`src/rtl/tdm_demux_1xn.sv`:
```
// -----------------------------------------------------------------------------
// tdm_demux_1xn
//
// Purpose:
//   Time-division demultiplexer. This is the receiving end of a round-robin
//   word mux. It takes a serial stream of W-bit words, one word per slot,
//   where slot 0 is marked by frame_start. It reassembles each N-slot frame
//   into N parallel lanes and announces every complete frame with a
//   one-cycle dout_valid pulse.
//
// Parameters:
//   W  - word width in bits per slot (W >= 1)
//   N  - slots per frame and number of output lanes (N >= 2)
//   SW - slot counter width, $clog2(N) (local, not overridable)
//
// Ports:
//   clk         in   rising-edge clock for all logic
//   rst         in   synchronous, active-high reset
//   din         in   W-bit serial word for the current slot
//   din_valid   in   din/frame_start are sampled only when high
//   frame_start in   marks the current valid word as slot 0
//   din_par     in   even parity over din (only with TDM_DEMUX_PARITY_EN)
//   dout        out  last complete frame, lane k at dout[k*W +: W]
//   dout_valid  out  one-cycle pulse when dout takes a new frame
//   busy        out  high while a partial frame is being collected
//   slot        out  index of the next expected slot (0 when idle)
//   sync_err    out  one-cycle pulse when frame_start arrives mid-frame
//   par_err     out  any word of the frame on dout failed parity
//                    (only with TDM_DEMUX_PARITY_EN)
//
// Configuration macro:
//   TDM_DEMUX_PARITY_EN - adds din_par/par_err and per-frame parity tracking.
// -----------------------------------------------------------------------------
module tdm_demux_1xn #(
  parameter int W = 8,
  parameter int N = 4
) (
  input  logic                   clk,
  input  logic                   rst,
  input  logic [W-1:0]           din,
  input  logic                   din_valid,
  input  logic                   frame_start,
`ifdef TDM_DEMUX_PARITY_EN
  input  logic                   din_par,
  output logic                   par_err,
`endif
  output logic [N*W-1:0]         dout,
  output logic                   dout_valid,
  output logic                   busy,
  output logic [$clog2(N)-1:0]   slot,
  output logic                   sync_err
);

  localparam int SW = $clog2(N);

  typedef enum logic [0:0] {
    ST_IDLE    = 1'b0,
    ST_COLLECT = 1'b1
  } state_t;

  state_t                  state_r;
  logic [SW-1:0]           slot_r;
  // Only slots 0..N-2 are buffered; the last word goes straight into dout.
  logic [N-2:0][W-1:0]     shadow_r;
  logic [N*W-1:0]          dout_r;
  logic                    dout_valid_r;
  logic                    sync_err_r;

`ifdef TDM_DEMUX_PARITY_EN
  logic                    par_acc_r;
  logic                    par_err_r;
  logic                    word_bad_s;

  // Even parity: din together with din_par must XOR to zero.
  function automatic logic parity_bad(input logic [W-1:0] d, input logic p);
    parity_bad = ^{d, p};
  endfunction

  // Parity check of the word currently presented.
  always_comb begin
    word_bad_s = parity_bad(din, din_par);
  end
`endif

  // Frame collection state machine with registered outputs.
  always_ff @(posedge clk) begin
    if (rst) begin
      state_r      <= ST_IDLE;
      slot_r       <= {SW{1'b0}};
      shadow_r     <= {((N-1)*W){1'b0}};
      dout_r       <= {(N*W){1'b0}};
      dout_valid_r <= 1'b0;
      sync_err_r   <= 1'b0;
`ifdef TDM_DEMUX_PARITY_EN
      par_acc_r    <= 1'b0;
      par_err_r    <= 1'b0;
`endif
    end else begin
      // Pulses default low; they are raised only on the event beat.
      dout_valid_r <= 1'b0;
      sync_err_r   <= 1'b0;
      if (din_valid) begin
        case (state_r)
          ST_IDLE: begin
            // Hunting: only a frame_start beat is taken, others are dropped.
            if (frame_start) begin
              shadow_r[0] <= din;
              slot_r      <= SW'(1);
              state_r     <= ST_COLLECT;
`ifdef TDM_DEMUX_PARITY_EN
              par_acc_r   <= word_bad_s;
`endif
            end else begin
              state_r     <= ST_IDLE;
            end
          end
          ST_COLLECT: begin
            if (frame_start) begin
              // Resync: drop the partial frame and restart at slot 1.
              sync_err_r  <= 1'b1;
              shadow_r[0] <= din;
              slot_r      <= SW'(1);
`ifdef TDM_DEMUX_PARITY_EN
              par_acc_r   <= word_bad_s;
`endif
            end else if (slot_r == SW'(N-1)) begin
              dout_r       <= {din, shadow_r};
              dout_valid_r <= 1'b1;
              slot_r       <= {SW{1'b0}};
              state_r      <= ST_IDLE;
`ifdef TDM_DEMUX_PARITY_EN
              par_err_r    <= par_acc_r | word_bad_s;
              par_acc_r    <= 1'b0;
`endif
            end else begin
              for (int k = 0; k < N-1; k++) begin
                if (slot_r == SW'(k)) begin
                  shadow_r[k] <= din;
                end
              end
              slot_r <= slot_r + SW'(1);
`ifdef TDM_DEMUX_PARITY_EN
              par_acc_r <= par_acc_r | word_bad_s;
`endif
            end
          end
          default: begin
            state_r <= ST_IDLE;
            slot_r  <= {SW{1'b0}};
          end
        endcase
      end
    end
  end

  assign dout       = dout_r;
  assign dout_valid = dout_valid_r;
  assign sync_err   = sync_err_r;
  assign slot       = slot_r;
  assign busy       = (state_r == ST_COLLECT);
`ifdef TDM_DEMUX_PARITY_EN
  assign par_err    = par_err_r;
`endif

endmodule

```
`config.mk`:
```
export PLATFORM = sky130hd
export DESIGN_NAME = tdm_demux_1xn
export DESIGN_NICKNAME = d
export VERILOG_FILES = /design/src/rtl/tdm_demux_1xn.sv
export SDC_FILE = /design/constraint.sdc
export NUM_CORES = 1
export LEC_CHECK = 0
export CORE_ASPECT_RATIO = 1.75
export CORE_MARGIN = 5
export CORE_UTILIZATION = 45
export CTS_BUF_LIST = sky130_fd_sc_hd__clkbuf_4 sky130_fd_sc_hd__clkbuf_8 sky130_fd_sc_hd__clkbuf_16
export CTS_CLUSTER_DIAMETER = 80
export CTS_CLUSTER_SIZE = 28
export DETAILED_ROUTE_END_ITERATION = 8
export PLACE_DENSITY = 0.81
export SETUP_SLACK_MARGIN = 0.3
export SYNTH_ARGS = -nofsm -noshare
export SYNTH_HDL_FRONTEND = slang
export SYNTH_SLANG_ARGS = --single-unit
```
`constraint.sdc`:
```
create_clock -name clk -period 1.65 [get_ports clk]
set_clock_uncertainty 0.1 [all_clocks]
set_input_delay 0.495 -clock clk [delete_from_list [all_inputs] [get_ports clk]]
set_output_delay 0.495 -clock clk [all_outputs]
set_load 0.02 [all_outputs]
```
==> impl_metrics.py, run 1 <==
metrics = {
    "status": {
        "status": "finished clean",
    },
    "clock_tree": {
        "cts_buffers": 9,
        "clockRootBuffer": "clkbuf_8",
        "clk_latency_ps": 340,
        "cts.sink_count": 61,
        "cts_hold_buf": 0,
        "cts_tree": "done",
        "clock_path_buffers": 2,
        "clk_pin_slew_worst_paths_ps": 70,
        "cts_max_level": 3,
    },
    "power_and_ir_drop": {
        "vdd_ir_drop_max_mv": 0.6863,
        "p_comb_share_pct": 7.8,
        "clock_power_share_pct": 41.2,
        "leakagePower_nw": 1.633,
        "swShare_pct": 24.29,
        "internal_power_mw": 2.238,
        "switching_power_mw": 0.7180,
        "p_per_area_nw_per_um2": 755.9,
        "seq_power_share_pct": 51.1,
    },
    "place": {
        "dp_cells": 368,
        "hpwl_um": 3814,
        "dpl-instance-area_um2": 3064,
        "gp_congestion": 0.8392,
        "port_buffers": 48,
    },
    "yosys": {
        "synth_fp_nets": 277,
        "synth-compound-area-share_pct": 8.201,
        "synth_fa_ha_area_share_pct": 2.646,
        "synth-xor-area-share_pct": 0,
        "yosysWarnings": 0,
        "synth_top_family_by_area": "simple AND/OR/NAND/NOR gates",
        "ys_ff_latch": 61,
        "seq_area_frac_synth_pct": 51.64,
        "netlist_instances": 260,
        "syn_area_per_cell_um2": 9.095,
        "yosysTopAreaCell": "dfxtp_1",
        "synthDistinctLibCells": 20,
        "synth_mux_area_share_pct": 10.16,
        "yosys.area.top_type_share_pct": 51.64,
        "synth_area_leaders": "dfxtp_1 (52%), nand2_1 (11%), mux2i_1 (10%)",
        "yosys.area_share.simple_pct": 23.81,
        "syn_area_um2": 2365,
    },
    "hold_path": {
        "hp-class": "register to register",
        "hold_depth": 2,
    },
    "grt": {
        "grt-ovfl-total": 0,
        "grt_antenna_before_repair": 0,
        "grt_start_max_net_pins": 28,
        "grt_first_pass_wirelength_um": 9853,
        "grt_pass1_vias": 2112,
        "track_usage_pct": 18.71,
    },
    "sta": {
        "slew_headroom_pct": 66.60,
        "whs_ps": 347.9,
        "clock.fmax_mhz": 622.0,
        "rsz0062_at_grt": "true",
        "slew_viol_final": 0,
        "post-route-min-period_ps": 1608,
        "tightest_slew_ps": 501.0,
        "timing.final.crit_share_pct": 97.44,
        "hold_viol": 0,
        "setup_violations": 0,
    },
    "finish": {
        "fin_cells": 405,
        "utilization_pct": 75.03,
        "n_fill_cell": 323,
        "areaGrowthSynthToFinish_pct": 65.34,
        "nNetsFinal": 362,
        "final_common_cell": "nand2_1",
        "antenna_cells": 0,
        "mostFrequentLayoutCells": "nand2_1 (46), buf_6 (43), dfxtp_2 (34)",
        "stdcell_area_um2": 3910,
        "drive_gt1_share_pct": 57.43,
    },
    "worst_setup_path": {
        "arrival_ps": 1770,
        "crit_fanout": 5,
        "crit_required_ps": 1810,
        "crit_type": "register to register",
        "cp-start-kind": "register",
        "worstSetupEndpointType": "register",
        "ff2ff_path_depth": 7,
    },
    "route": {
        "totalWireLength_um": 7128,
        "drc_errors": 0,
        "vias": 2181,
        "drtAntennaViolNets": 0,
        "drtIter0Drc": 73,
        "avgViaCountPerCell": 5.385,
        "post_drt_wl_per_cell_um": 17.60,
        "first_pass_iters": 4,
    },
    "die": {
        "fp-row-count": 35,
        "die-area_um2": 6862,
        "die_y_um": 105.9,
        "start_util_pct": 45.38,
        "die_x_um": 64.80,
        "io_pins": 49,
        "core-area_um2": 5211,
    },
    "job": {
        "drv_cap": 0,
    },
}
state kept, by name, summed over array words and instances (netlist names):
signal	cells
sync_err	1
dout	32
slot	2
shadow_r	24
busy	1
dout_valid	1
final timing paths:
path              slack [ps]                startpoint                     to
hold reg to reg          350  shadow_r[3]$_SDFFE_PP0P_   dout[3]$_SDFFE_PP0P_
setup / recovery          40      slot[1]$_SDFFE_PP0P_  dout[12]$_SDFFE_PP0P_
setup reg to reg          40      slot[1]$_SDFFE_PP0P_  dout[12]$_SDFFE_PP0P_
hold / removal           350  shadow_r[3]$_SDFFE_PP0P_   dout[3]$_SDFFE_PP0P_
worst max-delay path, cell delays in order, from the launching register on:
cell and delay, ps:
dfxtp_4 390, ha_4 140, buf_6 120, and4b_4 290, buf_6 150, buf_16 120, nand2_1 80, a21oi_2 150
cells in the mapped netlist (all sizes together):
cell type,instances
clkbuf,11
buf,7
nand2,70
or4b,1
ha,5
and4b,1
nor3b,2
nand4b,2
mux2i,24
nor4b,3
inv,2
o21ai,3
dfxtp,61
nand2b,33
a21oi,35
metal layers:
layer	wire length (um)	track usage, %	vias up
met5	0	0	-
met4	251	10.44	0
met3	271	3.805	25
met2	3891	33.26	66
met1	2714	20.00	1064
li1	-	-	1026
repair_timing:
item | CTS | global route
gates resized for setup | 285 | 72
setup endpoints to repair | 97 | 94
gates cloned | 3 | 1
setup buffers | 7 | 10
pin swaps | 7 | 31
through the flow:
stage	total power, mW	TNS, ps	setup WS [ps]
after floorplan	1.634	0	40.31
after global placement	1.724	-19920	-504.7
after detailed placement	1.728	-21540	-544.8
after CTS	2.911	0	151.5
after global routing	3.052	-6.094	-6.094
final	2.956	0	42.16
power groups by stage:
| stage | registers (mW) | logic, mW | clock network [mW] |
|---|---|---|---|
| CTS | 1.50 | 0.200 | 1.21 |
| floorplan | 1.54 | 0.0912 | 0 |
| global placement | 1.54 | 0.187 | 0 |
| finish | 1.51 | 0.230 | 1.22 |
| detailed placement | 1.54 | 0.191 | 0 |
| global route | 1.51 | 0.242 | 1.30 |
cell type report:
type,count,area [um^2],area share [%]
Clock buffer,12,158.9,4.064
Clock inverter,4,22.52,0.5760
Inverter,2,10.01,0.2560
Multi-Input combinational cell,179,1375,35.17
Sequential cell,61,1271,32.51
Tap cell,55,68.82,1.760
Timing Repair Buffer,92,1003,25.66
cells by family (layout without fill, tap and decap cells):
family,Yosys count,count (layout)
AND/OR/NAND/NOR,112,112
flip-flops,61,61
AO/OA/AOI/OAI,38,38
multiplexers,24,24
buffers and inverters,20,110
adder cells (fa/ha/maj),5,5
No activity file was read; power rests on OpenSTA's default activity.
==> inputs of run 2 (changes only) <==
- CORE_MARGIN: 5 -> 10
==> impl_metrics.py, run 2 (same netlist as run 1, synthesis figures left out) <==
metrics = {
    "status": {
        "status": "finished clean",
    },
    "worst_setup_path": {
        "crit_type": "primary input to register",
        "cp_top_family": "buffers and inverters",
        "critPathSlowestCell": "and4b_2",
        "crit_required_ps": 1760,
        "path_buf_inv": 5,
        "worstSetupEndpointType": "register",
        "cp-start-kind": "primary input",
        "arrival_ps": 1680,
        "path_cells": "dlygate4sd2_1 > buf_6 > buf_4 > and4b_2 > buf_6 > clkbuf_16 > nand2_1 > a21oi_1",
        "crit_fanout": 7,
        "max_stage_delay_ps": 260,
        "worst_path_most_repeated_cell": "buf_6",
    },
    "place": {
        "dp_cells": 362,
        "dpl-instance-area_um2": 3025,
        "hpwl_um": 3921,
        "gp_congestion": 0.7910,
        "port_buffers": 48,
        "pre_cts_ws_ps": -526.5,
    },
    "route": {
        "drc_errors": 0,
        "vias": 2010,
        "avgViaCountPerCell": 5.076,
        "drtIter0Drc": 144,
        "drtAntennaViolNets": 0,
        "post_drt_wl_per_cell_um": 16.33,
        "first_pass_iters": 4,
        "totalWireLength_um": 6465,
    },
    "die": {
        "start_util_pct": 47.11,
        "io_pins": 49,
        "die_y_um": 115.9,
        "die_x_um": 74.80,
        "die-area_um2": 8669,
        "fp-row-count": 34,
        "core-area_um2": 5020,
    },
    "finish": {
        "stdcell_area_um2": 3563,
        "drive_gt1_share_pct": 42.69,
        "fin_cells": 396,
        "areaGrowthSynthToFinish_pct": 50.69,
        "largest_reg_flops": 32,
        "final_common_cell": "nand2_1",
        "mostFrequentLayoutCells": "nand2_1 (64), buf_6 (43), dfxtp_2 (35)",
        "n_fill_cell": 365,
        "utilization_pct": 70.99,
        "nNetsFinal": 354,
        "antenna_cells": 0,
    },
    "clock_tree": {
        "cts_max_level": 3,
        "clk_pin_slew_worst_paths_ps": 70,
        "clock_path_buffers": 2,
        "cts_buffers": 9,
        "clockRootBuffer": "clkbuf_8",
        "cts_tree": "done",
        "clk_latency_ps": 330,
        "cts.sink_count": 61,
    },
    "sta": {
        "tightest_slew_ps": 220.6,
        "post-route-min-period_ps": 1571,
        "hold_viol": 0,
        "slew_headroom_pct": 85.09,
        "tns_ps": 0,
        "rsz0062_at_grt": "true",
        "clock.fmax_mhz": 636.4,
        "setup_violations": 0,
        "slew_viol_final": 0,
        "worst_slack_ps": 78.57,
        "whs_ps": 346.7,
        "timing.final.crit_share_pct": 95.24,
    },
    "grt": {
        "grt-ovfl-total": 0,
        "grt_pass1_vias": 2077,
        "track_usage_pct": 14.81,
        "grt_first_pass_wirelength_um": 9873,
        "grt_start_max_net_pins": 62,
        "grt_antenna_before_repair": 0,
    },
    "job": {
        "drv_cap": 0,
    },
    "power_and_ir_drop": {
        "p_per_area_nw_per_um2": 810.8,
        "vdd_ir_drop_max_mv": 0.7426,
        "p_total_mw": 2.889,
        "leakagePower_nw": 1.405,
    },
    "hold_path": {
        "hp-class": "register to register",
    },
}
## run 2: final cells by class
| class | count | area [um^2] | area share [%] |
|---|---|---|---|
| flip-flops and latches | 61 | 1272 | 35.71 |
| inverters | 2 | 7.507 | 0.2107 |
| well taps | 54 | 67.56 | 1.896 |
| clock buffers | 12 | 152.6 | 4.284 |
| multi-input cells | 179 | 1152 | 32.34 |
| clock inverters | 4 | 23.77 | 0.6671 |
| repair buffers | 84 | 887.1 | 24.89 |
## run 2: final timing paths
| path | startpoint | endpoint | slack (ps) | cells past startpoint |
|---|---|---|---|---|
| worst min register to register | shadow_r[17]$_SDFFE_PP0P_ | dout[17]$_SDFFE_PP0P_ | 350 | 2 |
| worst max register to register | slot[1]$_SDFFE_PP0P_ | dout[22]$_SDFFE_PP0P_ | 90 | 7 |
| worst max-delay path | din_valid | dout[0]$_SDFFE_PP0P_ | 80 | 8 |
| worst min-delay path | shadow_r[17]$_SDFFE_PP0P_ | dout[17]$_SDFFE_PP0P_ | 350 | 2 |
## run 2: repair_timing
| action | CTS | global route |
|---|---|---|
| hold buffers | 0 | 0 |
| buffers inserted | 7 | 9 |
| resized for setup | 270 | 14 |
| setup endpoints to repair | 96 | 93 |
| gates cloned | 1 | 1 |
| pin swaps | 4 | 6 |
## run 2: power breakdown
part	total, mW	switching, mW	internal [mW]
sequential	1.50	0.0134	1.49
combinational	0.204	0.100	0.104
clock	1.18	0.568	0.614
## run 2: worst reg2reg max path: cells and delay by family (launching register included)
| kind | cells | cell delay, ps |
|---|---|---|
| adders and majority gates | 1 | 140 |
| AOI/OAI and AO/OA | 1 | 130 |
| DFF | 1 | 390 |
| and+or+nand+nor | 2 | 330 |
| buffers and inverters | 3 | 410 |
## run 2: layer usage
layer	vias to the layer above	GRT usage, %	routed length [um]
met5	-	0	0
met4	0	6.980	184
met3	14	3.767	257
met2	49	27.88	3649
met1	945	14.26	2373
li1	1002	-	-
